`config.mk`:
```
export PLATFORM = sky130hd
export DESIGN_NAME = cursor_controller
export DESIGN_NICKNAME = d
export VERILOG_FILES = /design/src/rtl/cursor_controller.sv
export SDC_FILE = /design/constraint.sdc
export NUM_CORES = 1
export LEC_CHECK = 0
export CORE_MARGIN = 1
export CORE_UTILIZATION = 30
export DETAILED_ROUTE_END_ITERATION = 8
export PLACE_DENSITY = 0.48
export SLEW_MARGIN = 20
export SYNTH_ARGS = -nofsm -noshare
export SYNTH_HDL_FRONTEND = slang
export SYNTH_SLANG_ARGS = --single-unit
```
`constraint.sdc`:
```
create_clock -name clock -period 5.52 [get_ports clock]
set_clock_uncertainty 0.05 [all_clocks]
set_input_delay 0.552 -clock clock [delete_from_list [all_inputs] [get_ports clock]]
set_output_delay 0.552 -clock clock [all_outputs]
set_load 0.03 [all_outputs]
```
`src/rtl/cursor_controller.sv`:
```
// rtl/cursor_controller.sv - push-button cursor stepper with debounce, auto-repeat and clamping
module cursor_controller #(
  parameter int DEBOUNCE_CYCLES = 500000,
  parameter int REPEAT_DELAY    = 25000000,
  parameter int REPEAT_RATE     = 2500000,
  parameter int STEP            = 1,
  parameter int X_MAX           = 639,
  parameter int Y_MAX           = 479
) (
  input  logic        clock,
  input  logic        reset,
  input  logic        btn_up,
  input  logic        btn_down,
  input  logic [1:0]  sel,
  output logic [10:0] cursorX1,
  output logic [10:0] cursorX2,
  output logic [10:0] cursorY1,
  output logic [10:0] cursorY2,
  output logic        step_pulse
);

  localparam int DW   = $clog2(DEBOUNCE_CYCLES + 1);
  localparam int TMAX = (REPEAT_DELAY > REPEAT_RATE) ? REPEAT_DELAY : REPEAT_RATE;
  localparam int TW   = $clog2(TMAX + 1);

  localparam logic [1:0] S_IDLE   = 2'd0;
  localparam logic [1:0] S_DELAY  = 2'd1;
  localparam logic [1:0] S_REPEAT = 2'd2;

  localparam logic [1:0] DIR_NONE = 2'd0;
  localparam logic [1:0] DIR_UP   = 2'd1;
  localparam logic [1:0] DIR_DOWN = 2'd2;

  // bit 0 = up, bit 1 = down
  logic [1:0]    sync1, sync2, deb;
  logic [DW-1:0] db_cnt [2];

  always_ff @(posedge clock or posedge reset) begin
    if (reset) begin
      sync1     <= '0;
      sync2     <= '0;
      deb       <= '0;
      db_cnt[0] <= '0;
      db_cnt[1] <= '0;
    end else begin
      sync1 <= {btn_down, btn_up};
      sync2 <= sync1;
      for (int i = 0; i < 2; i++) begin
        if (sync2[i] == deb[i]) begin
          db_cnt[i] <= '0;
        end else if (db_cnt[i] == DW'(DEBOUNCE_CYCLES - 1)) begin
          deb[i]    <= sync2[i];
          db_cnt[i] <= '0;
        end else begin
          db_cnt[i] <= db_cnt[i] + DW'(1);
        end
      end
    end
  end

  logic [1:0] dir;
  always_comb begin
    dir = DIR_NONE;
    if (deb == 2'b01) dir = DIR_UP;
    else if (deb == 2'b10) dir = DIR_DOWN;
  end

  logic [1:0]    state, state_n;
  logic [1:0]    dir_q, dir_q_n;
  logic [TW-1:0] timer, timer_n;
  logic          step_req;

  always_comb begin
    state_n  = state;
    dir_q_n  = dir_q;
    timer_n  = timer;
    step_req = 1'b0;
    case (state)
      S_IDLE: begin
        if (dir != DIR_NONE) begin
          step_req = 1'b1;
          dir_q_n  = dir;
          timer_n  = '0;
          state_n  = S_DELAY;
        end
      end
      S_DELAY: begin
        if (dir != dir_q) begin
          state_n = S_IDLE;
        end else if (timer == TW'(REPEAT_DELAY - 1)) begin
          step_req = 1'b1;
          timer_n  = '0;
          state_n  = S_REPEAT;
        end else begin
          timer_n = timer + TW'(1);
        end
      end
      S_REPEAT: begin
        if (dir != dir_q) begin
          state_n = S_IDLE;
        end else if (timer == TW'(REPEAT_RATE - 1)) begin
          step_req = 1'b1;
          timer_n  = '0;
        end else begin
          timer_n = timer + TW'(1);
        end
      end
      default: state_n = S_IDLE;
    endcase
  end

  always_ff @(posedge clock or posedge reset) begin
    if (reset) begin
      state <= S_IDLE;
      dir_q <= DIR_NONE;
      timer <= '0;
    end else begin
      state <= state_n;
      dir_q <= dir_q_n;
      timer <= timer_n;
    end
  end

  logic [10:0] pos [4];
  logic [11:0] cur, limit, sum, nxt;

  // 12-bit arithmetic so an overshoot above the limit is visible before clamping
  always_comb begin
    cur   = {1'b0, pos[sel]};
    limit = sel[1] ? 12'(Y_MAX) : 12'(X_MAX);
    sum   = cur + 12'(STEP);
    nxt   = cur;
    if (dir_q_n == DIR_UP) begin
      nxt = (sum > limit) ? limit : sum;
    end else if (dir_q_n == DIR_DOWN) begin
      nxt = (cur < 12'(STEP)) ? 12'd0 : cur - 12'(STEP);
    end
  end

  always_ff @(posedge clock or posedge reset) begin
    if (reset) begin
      pos[0]     <= 11'd32;
      pos[1]     <= 11'd90;
      pos[2]     <= 11'd25;
      pos[3]     <= 11'd100;
      step_pulse <= 1'b0;
    end else begin
      step_pulse <= 1'b0;
      if (step_req) begin
        pos[sel]   <= nxt[10:0];
        step_pulse <= (nxt != cur);
      end
    end
  end

  assign cursorX1 = pos[0];
  assign cursorX2 = pos[1];
  assign cursorY1 = pos[2];
  assign cursorY2 = pos[3];

endmodule
```
== After elaboration in Yosys (flattened, before gate mapping) ==
Index checks and enable logic that the tools add are counted.

* Register bits: 118
* Bits in latches: 0
* Bits in writable memories: 0
* Memory bits (read-only): 0
* Output and inout port bits: 45
* Word-level logic and storage cells: 90
* Memories: 0

* Add/subtract/negate cells: 5
* Multipliers: 0
* Divide/modulo/power cells: 0
* Order comparisons: 4
* Equality and inequality tests: 19
* Shift operators: 0
* Muxes and demuxes: 37
* Bitwise gates (word level): 3
* Reduce and logical (&&, ||, !) cells: 8

{| class="wikitable"
|+ Operators with widths
! cell !! count
|-
| two-way mux 25 bit || 5
|-
| two-way mux 19 bit || 4
|-
| one-hot mux 25 bit (3 select lines) || 1
|-
| two-way mux 12 bit || 4
|-
| bitwise mux 44 bit || 1
|-
| adder 19 x 1 -> 19 bit (second input constant) || 2
|-
| == test 19 bit (second input constant) || 2
|-
| two-way mux 11 bit || 3
|-
| adder 25 x 1 -> 25 bit (second input constant) || 1
|-
| == test 25 x 22 -> 1 bit (second input constant) || 1
|-
| == test 25 bit (second input constant) || 1
|-
| binary-select mux 11 bit (select 2 bit) || 1
|-
| demux 11 bit (select 2 bit) || 1
|-
| two-way mux 2 bit || 8
|-
| adder 11 x 1 -> 12 bit (second input constant) || 1
|-
| greater-than comparator 12 x 10 -> 1 bit || 1
|-
| inequality test 12 x 11 -> 1 bit || 1
|-
| subtractor 11 x 1 -> 12 bit (second input constant) || 1
|-
| < comparator 11 x 1 -> 1 bit (second input constant) || 1
|-
| two-way mux 10 bit || 1
|-
| inequality test 2 bit (second input constant) || 4
|-
| == test 2 x 1 -> 1 bit (second input constant) || 3
|-
| == test 2 bit (second input constant) || 3
|-
| two-way mux 1 bit || 6
|-
| 16 further kinds || 19
|}

== Logic depth before layout (Yosys ltp) ==
Gate-level depths: netlist of the first run.

* Depth in word-level cells: 11
* Depth in mapped cells: 17

== Worst setup path after synthesis of the first run ==
Ideal clock, no wire load.

* Kind: input -> register
* Start: input port sel[0]
* End: register step_pulse
* Library setup time: 0.124 ns
* Arrival time: 4.281 ns
* Setup slack: 1.065 ns
* Stages: 17
* Path buffers: 2
* Path through: buf_6 -> mux4_2 -> clkbuf_1 -> nand3_1 -> or2_2 -> nor2_1 -> xnor2_1 -> ha_1 -> and3_1 -> nand3_1 -> a21oi_1 -> or4_1 -> a2111oi_0 -> or3_1 -> xor2_1 -> o21ai_1 -> o31a_1

* Cells in the longest elaborated chain, start to end: 10
* Elaborated cells on any way between the ends: 14
* Classes of those cells: 2 x add/sub; 2 x order compare; 1 x eq/ne; 8 x mux; 1 x bitwise

{| class="wikitable"
|+ Ends and longest elaborated chain
! item !! RTL line !! source
|-
| start, declared || 14 || <nowiki>input logic [1:0] sel,</nowiki>
|-
| inverter 2 -> 3 bit (not written as such) * || 129 || <nowiki>cur = {1'b0, pos[sel]};</nowiki>
|-
| binary-select mux 11 bit (select 2 bit) * || 129 ||
|-
| two-way mux 11 bit (not written as such) * (2 in a row) || 129 ||
|-
| adder 11 x 1 -> 12 bit, or another cell as far along || 131 || <nowiki>sum = cur + 12'(STEP);</nowiki>
|-
| greater-than comparator 12 x 10 -> 1 bit / two-way mux 12 bit (equally long branches) || 134, 136 ||
|-
| two-way mux 12 bit (on tied branches) || 134, 135 ||
|-
| two-way mux 12 bit || 133 || <nowiki>if (dir_q_n == DIR_UP) begin</nowiki>
|-
| inequality test 12 x 11 -> 1 bit * || 151 || <nowiki>step_pulse <= (nxt != cur);</nowiki>
|-
| two-way mux 1 bit * || 149 || <nowiki>if (step_req) begin</nowiki>
|-
| end signal, assigned || 151 ||
|-
| end, declared || 19 || <nowiki>output logic step_pulse</nowiki>
|}

Mark *: on every way between the ends. The rest lies on a longest branch, timed or not. The select of a mux whose other input is x is not followed.
A chain may end at the register's enable or synchronous reset.

== Worst setup path after layout of the first run ==
* Start: input port sel[1]
* End: register step_pulse

* Cells in the longest elaborated chain, start to end: 10
* Elaborated cells on any way between the ends: 15
* Classes of those cells: 2 x add/sub; 2 x order compare; 1 x eq/ne; 9 x mux; 1 x bitwise

{| class="wikitable"
|+ Ends and longest elaborated chain
! item !! RTL line
|-
| inverter 2 -> 3 bit (not written as such) || 129
|-
| binary-select mux 11 bit (select 2 bit) || 129
|-
| two-way mux 11 bit (not written as such) (2 in a row) || 129
|-
| adder 11 x 1 -> 12 bit, or another cell as far along || 131
|-
| greater-than comparator 12 x 10 -> 1 bit / two-way mux 12 bit (equally long branches) || 134, 136
|-
| two-way mux 12 bit (on tied branches) || 134, 135
|-
| two-way mux 12 bit || 133
|-
| inequality test 12 x 11 -> 1 bit * || 151
|-
| two-way mux 1 bit * || 149
|}

Marks and branches as above.

==> flow_summary.ini, run 1 <==
[logic_synthesis]
synth_area_um2 = 6690
yosysUniqueCellTypes = 68
synth_seq_area_share_pct = 44.4
avgSynthCellArea_um2 = 9.99
ys_warn_count = 0
ys.flop_type = dfrtp_1
syn_nets = 691
synth_async_sr_flop_share_pct = 100
synth_edf_count = 0
synth_seq_cells = 118
syn_inst = 669

[sta]
drv_slew = 0
min_period_ns = 4.83
hold_viol_final = 0
rsz0062_at_grt = no
max_freq_mhz = 207
setup_viol = 0
slew_headroom_pct = 36.5
fin_tns_setup_ns = 0
tightest_slew_ns = 0.952
finalCritPeriodShare_pct = 87.5
fin_ws_ns = 0.692

[route]
num_vias = 5380
first_iter_violations = 334
finalWirelength_um = 17500
drc = 0
vias_per_cell = 5.24
dr.pass1.iters = 5
wl_per_cell_um = 17.0
antenna_left = 0

[cts]
cts.reportedPaths.clkPinSlew_ns = 0.06
clock_path_buffers = 2
cts.sinks = 118
cts_resized = 0
postCtsHoldBufs = 0
clk_latency_ns = 0.42
root_buffer = clkbuf_16
cts_setup_buffers = 0
cts_buffers = 17
cts_tree = built
h-tree-depth = 4

[floorplanning]
die_h_um = 151
die_x_um = 151
rows = 54
ios = 51
start_util_pct = 30.6
die-area_um2 = 22900
core_um2 = 21800

[power]
internal_power_uw = 1600
p_leak_uw = 0.00344
switchingPower_uw = 444
switching_share_pct = 21.8
combPwrFrac_pct = 2.3
p_clk_share_pct = 54.8
ir_drop_mv = 0.180
power.density_nw_per_um2 = 250
total_power_uw = 2040
seqPwrFrac_pct = 42.9

[worst_setup_path]
path_cells = clkdlybuf4s50_1 > mux4_2 > nand3_1 > or2_2 > nor2_1 > xnor2_1 > ha_1 > and3_1 > nand3_1 > a21oi_1 > or4_1 > a2111oi_0 > or3_1 > xor2_1 > o21ai_1 > o31a_1
arrival_ns = 5.07
worstPathMaxFanout = 10
required_ns = 5.77
cp_top_family = simple AND/OR/NAND/NOR gates
critPathMaxStageDelay_ns = 0.84
worst_setup_path_start_kind = input port
crit_buf_inv = 1
crit_path_top_delay_cell = clkdlybuf4s50_1
crit_path_end_kind = flop
cpMostUsedCell = nand3_1
crit_type = input port to flop

[final_layout]
final_area_um2 = 8170
mostFrequentLayoutCells = dfrtp_1, nor2_1, nand2_1
area_growth_syn_to_layout_pct = 22.2
layout_commonest_cell = dfrtp_1
diodes = 0
nets = 755
drive_gt1_share_pct = 16.8

[grt]
grt-ovfl-total = 0
grt_pass1_vias = 5392
grt_antenna_before_repair = 0
track_usage_pct = 16.3
grt_pass1_wl_um = 28600
grt_start_max_net_pins = 74

[placement]
pre_cts_ws_ns = 0.325
dpl_cell_area_um2 = 7560
gp_congestion = 0.952
io_buffers = 50
hpwl_um = 12500

[status]
outcome = completed

[min_path]
hold_class = flop to flop

[run]
cap_violations = 0
## power groups by stage
stage	Clock, uW	Combinational, uW	Sequential, uW
after detailed placement	0	49.7	890
after CTS	1150	49.8	875
after floorplan	0	34.5	889
final	1120	47.9	876
after global placement	0	47.9	890
after global routing	1190	54.4	876
## routing by layer
metal	up-vias	share of wire, %	global-route usage, %	routed length (um)
met1	2670	46	21.4	7970
met4	0	2.7	7.00	466
met5	-	0	0	0
li1	2545	-	-	-
met2	137	47	25.7	8150
met3	28	5.0	3.83	870
## state kept, by name, summed over array words and instances, names as in the netlist, 2 cells and up
register  count
cursorX2     11
db_cnt       38
timer        25
deb           2
state         2
cursorX1     11
cursorY1     11
sync1         2
dir_q         2
cursorY2     11
sync2         2
## synth_stat cells (14+ instances only)
cell type | number | area [um2]
mux2_2 | 43 | 484
inv_1 | 24 | 90.1
nand3_1 | 37 | 185
xor2_1 | 33 | 289
nor2_1 | 87 | 327
and3_1 | 14 | 87.6
nand4_1 | 15 | 93.8
ha_1 | 16 | 200
xnor2_1 | 27 | 236
clkbuf_1 | 14 | 52.6
o21ai_0 | 30 | 150
a21oi_1 | 22 | 110
nand2_1 | 51 | 191
dfrtp_1 | 107 | 2680
## through the flow
stage                     cells  util, %  hold slack [ns]
after floorplan             669        -            0.281
final                      1026     37.4            0.303
after detailed placement    994     34.7            0.295
after global routing       1026     37.4            0.314
after global placement      994     34.7            0.288
after CTS                  1026     37.4            0.308
## logic make-up (layout without fill, tap and decap cells)
kind of cell	Yosys count	after routing	synth area share (%)
DFF	118	118	44.4
muxes	56	56	11.2
xor gates and xnor gates	60	60	7.86
buffers and inverters	44	121	2.90
adders and majority gates	16	16	2.99
and+or+nand+nor	270	270	20.2
AOI/OAI and AO/OA	105	105	10.4
## layout make-up
| cell class | instances | area, um2 |
|---|---|---|
| Clock inverter | 11 | 123 |
| Fill cell | 2138 | 13700 |
| Multi-Input combinational cell | 507 | 3530 |
| Tap cell | 280 | 350 |
| Timing Repair Buffer | 65 | 626 |
| Clock buffer | 21 | 480 |
| Inverter | 24 | 92.6 |
| Sequential cell | 118 | 2970 |
## final timing paths
path	from	end	slack, ns	cells after the start
max	sel[1]	step_pulse$_DFF_PP0_	0.69	16
min	sync1[1]$_DFF_PP0_	sync2[1]$_DFF_PP0_	0.30	0
max reg2reg	cursorY1[0]$_DFFE_PP1P_	step_pulse$_DFF_PP0_	1.20	15
min reg2reg	sync1[1]$_DFF_PP0_	sync2[1]$_DFF_PP0_	0.30	0
max in group asynchronous	reset	db_cnt[35]$_DFF_PP0_	3.65	3
min in group asynchronous	reset	db_cnt[7]$_DFF_PP0_	0.63	2
No activity file was read; power rests on OpenSTA's default activity.
==> run 2: changes to the inputs <==
Settings changed: CORE_UTILIZATION 30 to 54, PLACE_DENSITY 0.48 to 0.76.
==> run 2 against run 1 <==
  * Critical path depth did not move
  * Die area decreased by 44%
  * Maximum frequency fell by 1.2%
  * Flip-flop and latch count stayed put
  * Clock power is 9% higher
  * Non-clock buffer count shrank 1
  * Clock-buffer cell count shrank 3
  * Critical path type unchanged
  * Critical endpoint is now cursorX1[6]$_DFFE_PP0P_
==> flow_summary.ini, run 2 (same netlist as run 1, synthesis figures left out) <==
[worst_setup_path]
worst_setup_path_start_kind = input port
crit_type = input port to flop
crit_path_top_delay_cell = clkdlybuf4s50_1
cpMostUsedCell = nand3_1
arrival_ns = 5.14
path_cells = clkdlybuf4s50_1 > buf_4 > mux4_2 > nand3_1 > or2_2 > nor2_1 > xnor2_1 > ha_1 > and3_1 > nand3_1 > a21oi_1 > nor4_2 > nand3_1 > o311ai_0 > nand2_1 > mux2_2
worstPathMaxFanout = 10
crit_path_end_kind = flop
critPathMaxStageDelay_ns = 0.55
required_ns = 5.77

[route]
wl_per_cell_um = 17.7
antenna_left = 0
dr.pass1.iters = 5
vias_per_cell = 5.91
num_vias = 5393
finalWirelength_um = 16200
drc = 0
first_iter_violations = 352

[status]
outcome = completed

[power]
p_clk_share_pct = 57.0
power.density_nw_per_um2 = 266
internal_power_uw = 1690
switchingPower_uw = 453
switching_share_pct = 21.1
ir_drop_mv = 0.266
combPwrFrac_pct = 2.2
seqPwrFrac_pct = 40.9
p_leak_uw = 0.00345

[floorplanning]
die_h_um = 113
die-area_um2 = 12800
core_um2 = 12100
die_x_um = 113
ios = 51
rows = 40
start_util_pct = 55.4

[grt]
grt_start_max_net_pins = 81
grt_antenna_before_repair = 0
grt_pass1_vias = 5449
grt_pass1_wl_um = 27200
track_usage_pct = 27.5
grt-ovfl-total = 0

[final_layout]
final_area_um2 = 8060
reg_top3 = db_cnt x38, timer x25
area_growth_syn_to_layout_pct = 20.5
diodes = 0
largest_reg_flops = 38
nets = 754
regMostFlops = db_cnt
final_util_pct = 66.8
drive_gt1_share_pct = 16.5
mostFrequentLayoutCells = dfrtp_1, nor2_1, nand2_1
fin_cells = 913
layout_commonest_cell = dfrtp_1

[sta]
slew_headroom_pct = 35.6
tightest_slew_ns = 0.966
finalCritPeriodShare_pct = 88.5
setup_viol = 0
hold_viol_final = 0
min_period_ns = 4.89
rsz0062_at_grt = no
drv_slew = 0
fin_tns_setup_ns = 0
max_freq_mhz = 205

[run]
cap_violations = 0

[cts]
cts.reportedPaths.clkPinSlew_ns = 0.05
postCtsHoldBufs = 0
cts_buffers = 17
clock_path_buffers = 2
cts_setup_buffers = 0
cts_resized = 0
clk_latency_ns = 0.42
root_buffer = clkbuf_16
h-tree-depth = 4
cts_tree = built
cts.sinks = 118

[placement]
hpwl_um = 11500
dpl_cell_area_um2 = 7400
place_inst = 881
io_buffers = 50
gp_congestion = 0.940

[min_path]
hold_class = flop to flop
[run 2: cell count changes in the layout (fill, tap and decap cells not counted), sizes merged]
cell / previous run / this run
buf: 15 / 14
bufinv: 2 / 5
clkbuf: 21 / 18
clkinv: 4 / 3
clkinvlp: 4 / 3
inv: 25 / 27
[run 2: routing by layer]
layer / track usage, % / wire (um) / part of all wire [%] / vias to the layer above
met5: 0 / 0 / 0 / -
met4: 10.3 / 240 / 1.5 / 0
li1: - / - / - / 2543
met3: 7.82 / 1020 / 6.3 / 22
met1: 36.1 / 7060 / 44 / 2652
met2: 43.4 / 7880 / 49 / 176
[run 2: worst max-delay path: cells and delay by family]
family / cells / cell delay (ns)
fa+ha+maj: 1 / 0.26
compound gates: 2 / 0.57
mux: 2 / 0.77
xor+xnor: 1 / 0.16
simple gates: 8 / 2.02
buf+inv: 2 / 0.79
[run 2: per-stage QoR]
stage	hold slack [ns]	power [uW]	setup WS, ns
floorplan	0.281	924	1.06
finish	0.297	2140	0.634
global placement	0.286	935	0.310
global route	0.301	2210	0.308
CTS	0.298	2160	0.693
detailed placement	0.286	937	0.257
[run 2: final timing paths]
path | from | end | depth (start not counted) | slack (ns)
max in group asynchronous | reset | cursorY2[7]$_DFFE_PP0P_ | 3 | 3.68
hold / removal | sync1[1]$_DFF_PP0_ | sync2[1]$_DFF_PP0_ | 0 | 0.30
setup / recovery | sel[0] | cursorX1[6]$_DFFE_PP0P_ | 16 | 0.63
setup reg to reg | cursorX2[1]$_DFFE_PP1P_ | cursorX1[6]$_DFFE_PP0P_ | 14 | 1.10
min in group asynchronous | reset | db_cnt[8]$_DFF_PP0_ | 2 | 0.68
hold reg to reg | sync1[1]$_DFF_PP0_ | sync2[1]$_DFF_PP0_ | 0 | 0.30
[run 2: power groups by stage]
| stage | sequential (uW) | combinational [uW] | clock [uW] |
|---|---|---|---|
| after floorplan | 889 | 34.5 | 0 |
| after global placement | 890 | 45.0 | 0 |
| after detailed placement | 890 | 46.9 | 0 |
| after CTS | 875 | 47.7 | 1240 |
| after global routing | 875 | 53.1 | 1280 |
| final | 875 | 46.2 | 1220 |
[run 2: cell type report]
cell class / instances / area [um2]
tap: 168 / 210
sequential: 118 / 2970
clock buffer: 18 / 429
timing repair buffer: 64 / 606
multi-input combinational: 507 / 3530
inverter: 24 / 92.6
clock inverter: 14 / 221
fill: 970 / 4010
==> run 3: changes to the inputs <==
Settings changed: CORE_ASPECT_RATIO from default to 1.5.
==> run 3 against run 2 <==
  * Maximum frequency increased by 4.3%
  * Largest cell class unchanged
  * Clock power decreased by 9%
  * Register-to-register slack improved by 0.04 ns
  * Non-clock buffer count grew 2
  * Design area decreased by 0.75%
  * Critical path type unchanged
  * Core utilization decreased by 0.25 points
  * Critical path depth grew 1
  * Sequential power hardly changed
  * Final cell count down 1.4%
  * Highest routed layer unchanged
  * Worst hold slack worse by 0.0022 ns
==> flow_summary.ini, run 3 (same netlist as run 1, synthesis figures left out) <==
[min_path]
min_from = sync1[1]$_DFF_PP0_
hold_class = flop to flop

[route]
antenna_left = 0
first_iter_violations = 259
dr.pass1.iters = 5
wl_per_cell_um = 18.3
vias_per_cell = 6.01
drc = 0
num_vias = 5408
finalWirelength_um = 16500

[floorplanning]
die_x_um = 92.8
core_um2 = 12000
ios = 51
die_h_um = 138
rows = 49
start_util_pct = 55.6
die-area_um2 = 12800

[grt]
grt_pass1_vias = 5664
track_usage_pct = 27.4
grt-ovfl-total = 0
grt_antenna_before_repair = 0
grt_start_max_net_pins = 75
grt_pass1_wl_um = 27700

[worst_setup_path]
required_ns = 5.76
crit_path_end_kind = flop
reg2regPathDepth = 15
crit_type = input port to flop
arrival_ns = 4.93
rrSetupSlack_ns = 1.14
worstPathMaxFanout = 10
rr_startpoint = cursorX2[1]$_DFFE_PP1P_
worst_setup_path_start_kind = input port
reg2reg_to = step_pulse$_DFF_PP0_
cp-startpoint = sel[0]
cp-endpoint = step_pulse$_DFF_PP0_

[cts]
cts_buffers = 17
clk_latency_ns = 0.41
cts_resized = 0
cts_setup_buffers = 0
h-tree-depth = 4
cts_tree = built
cts.sinks = 118
postCtsHoldBufs = 0
root_buffer = clkbuf_16
clock_path_buffers = 2
cts.reportedPaths.clkPinSlew_ns = 0.06

[final_layout]
fin_cells = 900
reg_top3 = db_cnt x38, timer x25
area_growth_syn_to_layout_pct = 19.6
largest_reg_flops = 38
regMostFlops = db_cnt
diodes = 0
drive_gt1_share_pct = 16.3
nets = 756
final_util_pct = 66.5
layout_commonest_cell = dfrtp_1
mostFrequentLayoutCells = dfrtp_1, nor2_1, nand2_1
fillers = 988

[status]
outcome = completed

[power]
switching_share_pct = 20.3
internal_power_uw = 1620
ir_drop_mv = 0.201
power.density_nw_per_um2 = 254
combPwrFrac_pct = 2.3
p_leak_uw = 0.00344
seqPwrFrac_pct = 43.2
switchingPower_uw = 412
p_clk_share_pct = 54.6

[placement]
gp_congestion = 0.954
io_buffers = 50
place_inst = 868
hpwl_um = 12000

[sta]
hold_viol_final = 0
finalCritPeriodShare_pct = 84.9
drv_slew = 0
slew_headroom_pct = 41.1
tightest_slew_ns = 0.883
min_period_ns = 4.68
max_freq_mhz = 213
hold_ws_ns = 0.295
rsz0062_at_grt = no
fin_tns_setup_ns = 0
setup_viol = 0

[run]
cap_violations = 0
==> run 3: cell type report <==
cell class | instances | area, um2 | share of cell area [%]
repair buffers | 66 | 621 | 7.76
clock buffers | 23 | 468 | 5.85
inverters | 24 | 92.6 | 1.16
flip-flops and latches | 118 | 2970 | 37.1
multi-input cells | 507 | 3530 | 44.1
clock inverters | 9 | 126 | 1.58
well taps | 153 | 191 | 2.39
==> run 3: through the flow <==
| stage | cell area (um2) | setup WS [ns] | power (uW) |
|---|---|---|---|
| after detailed placement | 7400 | 0.479 | 937 |
| after global routing | 8000 | 0.579 | 2090 |
| after CTS | 8000 | 0.889 | 2050 |
| after floorplan | 6690 | 1.06 | 924 |
| after global placement | 7400 | 0.496 | 936 |
| final | 8000 | 0.835 | 2030 |
==> run 3: worst min-delay path by stage <==
| stage | to | slack [ns] | cells past startpoint |
|---|---|---|---|
| finish | sync2[1]$_DFF_PP0_ | 0.30 | 0 |
| global route | sync2[1]$_DFF_PP0_ | 0.30 | 0 |
| CTS | sync2[1]$_DFF_PP0_ | 0.30 | 0 |
| detailed placement | sync2[1]$_DFF_PP0_ | 0.29 | 0 |
| global placement | sync2[1]$_DFF_PP0_ | 0.29 | 0 |
| floorplan | sync2[0]$_DFF_PP0_ | 0.28 | 0 |
==> run 3: power groups by stage <==
stage / registers [uW] / clock network (uW) / logic, uW
detailed placement: 890 / 0 / 47.2
global route: 876 / 1170 / 53.4
floorplan: 889 / 0 / 34.5
global placement: 890 / 0 / 45.9
finish: 876 / 1110 / 45.8
CTS: 876 / 1120 / 47.5
==> run 3: critical path, cell delays in order <==
cell and delay (ns):
clkdlybuf4s50_1 0.40, buf_4 0.19, mux4_2 0.48, nand3_1 0.12, or2_2 0.36, nor2_1 0.20
xnor2_1 0.17, ha_1 0.27, and3_1 0.22, nand3_1 0.12, a21oi_1 0.07, nor4_2 0.53
o21ai_2 0.26, a211o_1 0.43, xnor2_1 0.18, nand4_1 0.11, o31a_1 0.24
==> run 3: layer usage <==
metal	vias up	track usage [%]	routed length [um]
li1	2542	-	-
met5	-	0	0
met1	2663	30.7	6200
met2	151	49.0	9010
met3	52	4.79	620
met4	0	13.6	663
